[src/rtl/univ_reg_if.sv]
// Control, data and status bundle for the universal register.
// The master drives controls and data; the slave (the register) returns state and status.
interface univ_reg_if #(
    parameter int WIDTH = 8
);
    logic             en;
    logic             clr_n;
    logic             set_n;
    logic [2:0]       mode;
    logic [WIDTH-1:0] d;
    logic             sin;
    logic [WIDTH-1:0] q;
    logic [WIDTH-1:0] qn;
    logic             sout;
    logic             zero;
    logic             wrap;

    modport master (
        output en, clr_n, set_n, mode, d, sin,
        input  q, qn, sout, zero, wrap
    );

    modport slave (
        input  en, clr_n, set_n, mode, d, sin,
        output q, qn, sout, zero, wrap
    );
endinterface

[src/rtl/univ_reg.sv]
// WIDTH-bit universal register: hold, load, shift, rotate, increment and decrement,
// with synchronous clear/set and a one-cycle wrap pulse on counter roll-over.
module univ_reg #(
    parameter int               WIDTH     = 8,
    parameter logic [WIDTH-1:0] RESET_VAL = '0,
    parameter logic [WIDTH-1:0] SET_VAL   = '1
) (
    input  logic        i_clk,
    input  logic        i_reset,
    univ_reg_if.slave   bus
);
    typedef enum logic [2:0] {
        M_HOLD = 3'b000,
        M_LOAD = 3'b001,
        M_SHL  = 3'b010,
        M_SHR  = 3'b011,
        M_ROL  = 3'b100,
        M_ROR  = 3'b101,
        M_INC  = 3'b110,
        M_DEC  = 3'b111
    } mode_e;

    logic [WIDTH-1:0] r_q;
    logic             r_dir;
    logic             r_wrap;
    logic [WIDTH-1:0] w_q_nxt;
    logic             w_dir_nxt;
    logic             w_wrap_nxt;

    // Clear beats set, and both override the clock enable.
    always_comb begin
        w_q_nxt    = r_q;
        w_dir_nxt  = r_dir;
        w_wrap_nxt = 1'b0;
        if (!bus.clr_n) begin
            w_q_nxt = '0;
        end else if (!bus.set_n) begin
            w_q_nxt = SET_VAL;
        end else if (bus.en) begin
            case (mode_e'(bus.mode))
                M_HOLD: w_q_nxt = r_q;
                M_LOAD: w_q_nxt = bus.d;
                M_SHL: begin
                    w_q_nxt   = {r_q[WIDTH-2:0], bus.sin};
                    w_dir_nxt = 1'b0;
                end
                M_SHR: begin
                    w_q_nxt   = {bus.sin, r_q[WIDTH-1:1]};
                    w_dir_nxt = 1'b1;
                end
                M_ROL: begin
                    w_q_nxt   = {r_q[WIDTH-2:0], r_q[WIDTH-1]};
                    w_dir_nxt = 1'b0;
                end
                M_ROR: begin
                    w_q_nxt   = {r_q[0], r_q[WIDTH-1:1]};
                    w_dir_nxt = 1'b1;
                end
                M_INC: begin
                    w_q_nxt    = r_q + WIDTH'(1);
                    w_wrap_nxt = &r_q;
                end
                M_DEC: begin
                    w_q_nxt    = r_q - WIDTH'(1);
                    w_wrap_nxt = ~|r_q;
                end
            endcase
        end
    end

    always_ff @(posedge i_clk or posedge i_reset) begin
        if (i_reset) begin
            r_q    <= RESET_VAL;
            r_dir  <= 1'b0;
            r_wrap <= 1'b0;
        end else begin
            r_q    <= w_q_nxt;
            r_dir  <= w_dir_nxt;
            r_wrap <= w_wrap_nxt;
        end
    end

    assign bus.q    = r_q;
    assign bus.qn   = ~r_q;
    assign bus.zero = (r_q == '0);
    assign bus.sout = r_dir ? r_q[0] : r_q[WIDTH-1];
    assign bus.wrap = r_wrap;
endmodule

[src/flat_wrapper.sv]
// flat-port wrapper written by rule: the top's interface ports become plain ports
module univ_reg_flat 
#(
    parameter int               WIDTH     = 8,
    parameter logic [WIDTH-1:0] RESET_VAL = '0,
    parameter logic [WIDTH-1:0] SET_VAL   = '1
)
  (i_clk, i_reset, bus_en, bus_clr_n, bus_set_n, bus_mode, bus_d, bus_sin, bus_q, bus_qn, bus_sout, bus_zero, bus_wrap);
  univ_reg_if #(.WIDTH(WIDTH)) bus_i ();
  input  logic i_clk;
  input  logic i_reset;
  input wire logic [$bits(bus_i.en)-1:0] bus_en;
  input wire logic [$bits(bus_i.clr_n)-1:0] bus_clr_n;
  input wire logic [$bits(bus_i.set_n)-1:0] bus_set_n;
  input wire logic [$bits(bus_i.mode)-1:0] bus_mode;
  input wire logic [$bits(bus_i.d)-1:0] bus_d;
  input wire logic [$bits(bus_i.sin)-1:0] bus_sin;
  output wire logic [$bits(bus_i.q)-1:0] bus_q;
  output wire logic [$bits(bus_i.qn)-1:0] bus_qn;
  output wire logic [$bits(bus_i.sout)-1:0] bus_sout;
  output wire logic [$bits(bus_i.zero)-1:0] bus_zero;
  output wire logic [$bits(bus_i.wrap)-1:0] bus_wrap;
  assign bus_i.en = bus_en;
  assign bus_i.clr_n = bus_clr_n;
  assign bus_i.set_n = bus_set_n;
  assign bus_i.mode = bus_mode;
  assign bus_i.d = bus_d;
  assign bus_i.sin = bus_sin;
  assign bus_q = bus_i.q;
  assign bus_qn = bus_i.qn;
  assign bus_sout = bus_i.sout;
  assign bus_zero = bus_i.zero;
  assign bus_wrap = bus_i.wrap;
  univ_reg #(.WIDTH(WIDTH), .RESET_VAL(RESET_VAL), .SET_VAL(SET_VAL)) u_core (.i_clk(i_clk), .i_reset(i_reset), .bus(bus_i));
endmodule
[config.mk]
export PLATFORM = sky130hd
export DESIGN_NAME = univ_reg_flat
export DESIGN_NICKNAME = d
export VERILOG_FILES = /design/src/rtl/univ_reg_if.sv /design/src/rtl/univ_reg.sv /design/src/flat_wrapper.sv
export SDC_FILE = /design/constraint.sdc
export NUM_CORES = 1
export LEC_CHECK = 0
export ABC_AREA = 1
export CAP_MARGIN = 40
export CELL_PAD_IN_SITES_DETAIL_PLACEMENT = 0
export CELL_PAD_IN_SITES_GLOBAL_PLACEMENT = 1
export CORE_ASPECT_RATIO = 1.2
export CORE_MARGIN = 2
export CORE_UTILIZATION = 28
export DETAILED_ROUTE_END_ITERATION = 12
export PLACE_DENSITY_LB_ADDON = 0.2
export SLEW_MARGIN = 40
export SYNTH_ARGS = -nofsm -noshare
export SYNTH_HDL_FRONTEND = slang
export SYNTH_SLANG_ARGS = --single-unit
[constraint.sdc]
create_clock -name i_clk -period 1.6 [get_ports i_clk]
set_input_delay 0.16 -clock i_clk [delete_from_list [all_inputs] [get_ports i_clk]]
set_output_delay 0.16 -clock i_clk [all_outputs]
set_load 0.03 [all_outputs]
==> results.sh <==
export IMPL_ios=36
export IMPL_area_growth_pct=77.2
export IMPL_worst_pin_slew_ps=426
export IMPL_critical_path_startpoint_type="register"
export IMPL_routed_via_density=4.72
export IMPL_path_max_fanout=3
export IMPL_max_clock_freq_mhz=605
export IMPL_stdcell_area_um2=2030
export IMPL_hold_buffers=0
export IMPL_grt_pass1_vias=1488
export IMPL_slew_viol_final=0
export IMPL_rows=25
export IMPL_grt_first_pass_wirelength_um=6930
export IMPL_insertion_delay_ps=230
export IMPL_dr_wl_met3_um=154
export IMPL_grt_max_degree=11
export IMPL_clk_pin_slew_worst_paths_ps=50
export IMPL_synth_cells=192
export IMPL_ys_warn_count=0
export IMPL_register_area_um2=255
export IMPL_fin_skew_ps=0.420
export IMPL_drc_errors=0
export IMPL_finalCritPeriodShare_pct=103
export IMPL_core_um2=3940
export IMPL_dp_hpwl_um=3510
export IMPL_wl_met1_um=1880
export IMPL_hp_class="primary input to async pin"
export IMPL_cp_required_ps=1720
export IMPL_final_setup_viol_count=2
export IMPL_final_setup_worst_slack_ps=-52.8
export IMPL_clockBufferDepth=2
export IMPL_cts_root_buffer="clkbuf_8"
export IMPL_max_vdd_ir_drop_v=0.000527
export IMPL_avgSynthCellArea_um2=5.96
export IMPL_start_util_pct=29.0
export IMPL_power_static_leakage_nw=0.986
export IMPL_ys_seq_elements=10
export IMPL_portBuffers=35
export IMPL_synth_top_area_share_pct=23.3
export IMPL_final_core_util_pct=51.5
export IMPL_placement_setup_worst_slack_ps=-488
export IMPL_multi_input_area_um2=842
export IMPL_yosysTopAreaCell="nand2_1"
export IMPL_rr_worst_depth=13
export IMPL_powerDensity_nw_per_um2=672
export IMPL_cts_sinks=10
export IMPL_worstSetupPathType="register to register"
export IMPL_dr_max_layer_used="met4"
export IMPL_slew_headroom_pct=71.6
export IMPL_die_h_um=74.0
export IMPL_min_period_ps=1650
export IMPL_antenna_found_initial=0
export IMPL_finalHoldViolCount=0
export IMPL_syn_area_um2=1140
export IMPL_ant_nets=0
export IMPL_cp_data_arrival_time_ps=1780
export IMPL_grt_usage_pct=18.9
export IMPL_met2_length_um=2140
export IMPL_status="complete, but fails checks"
export IMPL_dr_pass1_iters=4
export IMPL_fillerInstances=431
export IMPL_dpl_cell_area_um2=1900
export IMPL_ys_types=33
export IMPL_die_area_um2=4620
export IMPL_die_x_um=62.4
export IMPL_drtIter0Drc=68
export IMPL_drive_gt1_share_pct=35.5
export IMPL_overflow=0
export IMPL_fin_nets=292
export IMPL_antenna_cells=0
export IMPL_rsz0062_at_grt="true"
export IMPL_wl_um=4270
export IMPL_endpoint_kind="register"
export IMPL_violations="setup timing"
export IMPL_synth_fp_nets=210
export IMPL_yosys_top_cells_area="nand2_1 (23%), dfrtp_1 (22%), inv_1 (8.5%)"
export IMPL_htreeDepth=1
export IMPL_drv_cap=0
export IMPL_cts_made_buffers=3
export IMPL_cts_tree="done"
export IMPL_vias=1544
export IMPL_wl_per_cell_um=13.1
export IMPL_gp_congestion=0.901
export IMPL_yosysSeqAreaShare_pct=21.9
export IMPL_whs_ps=210
## flip-flops by register name, indices dropped and copies added, names as in the netlist
signal	cells
u_core.bus.q	8
u_core.bus.wrap	1
u_core.r_dir	1
## cells by family (layout without fill, tap and decap cells)
family	count (synthesis)	after routing	synth area share, %
AO/OA/AOI/OAI	28	28	16.5
flip-flops	10	10	21.9
adder cells (fa/ha/maj)	1	1	1.09
buffers and inverters	35	116	13.0
AND/OR/NAND/NOR	117	117	46.8
XOR/XNOR	1	1	0.765
## cells in the mapped netlist, drive strengths merged
library cell and instances:
o221ai 1, xor2 1, nand4 8, or2 2
a21oi 4, ha 1, dfrtp 10, o2111ai 1
buf 3, inv 30, a311oi 1, a221oi 1
a22oi 1, nand3b 2, nand3 15, nand2 74
nor3 3, o21ai 12, clkinv 1, a41o 2
nor2 13, o22ai 5, clkbuf 1
## worst paths after layout
path	start	to	slack (ps)
max	u_core.bus.q[1]$_DFFE_PP0P_	u_core.bus.q[4]$_DFFE_PP0P_	-50
min	i_reset	u_core.r_dir$_DFFE_PP0P_	210
max reg2reg	u_core.bus.q[1]$_DFFE_PP0P_	u_core.bus.q[4]$_DFFE_PP0P_	-50
min reg2reg	u_core.bus.q[7]$_DFFE_PP0P_	u_core.bus.q[7]$_DFFE_PP0P_	530
max in group asynchronous	i_reset	u_core.bus.q[3]$_DFFE_PP0P_	1080
min in group i_clk	u_core.bus.q[7]$_DFFE_PP0P_	u_core.bus.q[7]$_DFFE_PP0P_	530
## per-stage QoR
stage	total power [W]	instances	TNS (ps)
after global placement	0.00105	319	-3170
after floorplan	0.000705	192	-1020
after CTS	0.00134	324	-127
after global routing	0.00145	327	-668
final	0.00136	327	-77.5
after detailed placement	0.00104	319	-3220
## timing repair
item | 4_1_cts | 5_1_grt
buffers inserted | 2 | 4
endpoints found under the setup margin | 22 | 8
resized for setup | 20 | 16
pin swaps | 12 | 13
gates cloned | 0 | 0
## layout make-up
cell class,count,share of cell area [%]
Timing Repair Buffer,81,33.4
Clock buffer,4,2.71
Inverter,31,6.48
Multi-Input combinational cell,147,41.5
Sequential cell,10,12.6
Tap cell,54,3.33
## metal layers
layer	GRT usage (%)	vias to the layer above
li1	-	795
met1	23.6	707
met2	34.9	36
met3	1.21	6
met4	7.16	0
met5	0	-
## critical path: stages (launching register included)
cell,delay [ps]
dfrtp_2,400
nand4_1,140
nand2_2,110
inv_2,40
ha_4,140
inv_2,50
nand2_4,50
nand3_2,80
o21ai_2,70
or2_1,200
nand2_1,60
nand3b_1,70
nand2_1,70
nand2_1,50
## where the power goes
part	leakage, nW	switching, W	internal (W)
combinational	0.836	0.000413	0.000306
clock	0.0288	0.0000994	0.000216
sequential	0.121	0.0000439	0.000284
## placed cells by master, fill, tap and decap left out, drive strengths merged
cell           netlist  routed
nor3                 3       3
o221ai               1       1
a221oi               1       1
a311oi               1       1
o21ai               12      12
o2111ai              1       1
dfrtp               10      10
clkinv               1       1
dlygate4sd2          0      16
nand2               74      74
nand3b               2       2
clkinvlp             0       3
ha                   1       1
xor2                 1       1
buf                  3      47
a21oi                4       4
clkbuf               1       4
a22oi                1       1
o22ai                5       5
clkdlybuf4s50        0      18
a41o                 2       2
nor2                13      13
or2                  2       2
nand4                8       8
inv                 30      27
nand3               15      15
Note: power is estimated with default switching activity, not from simulation.
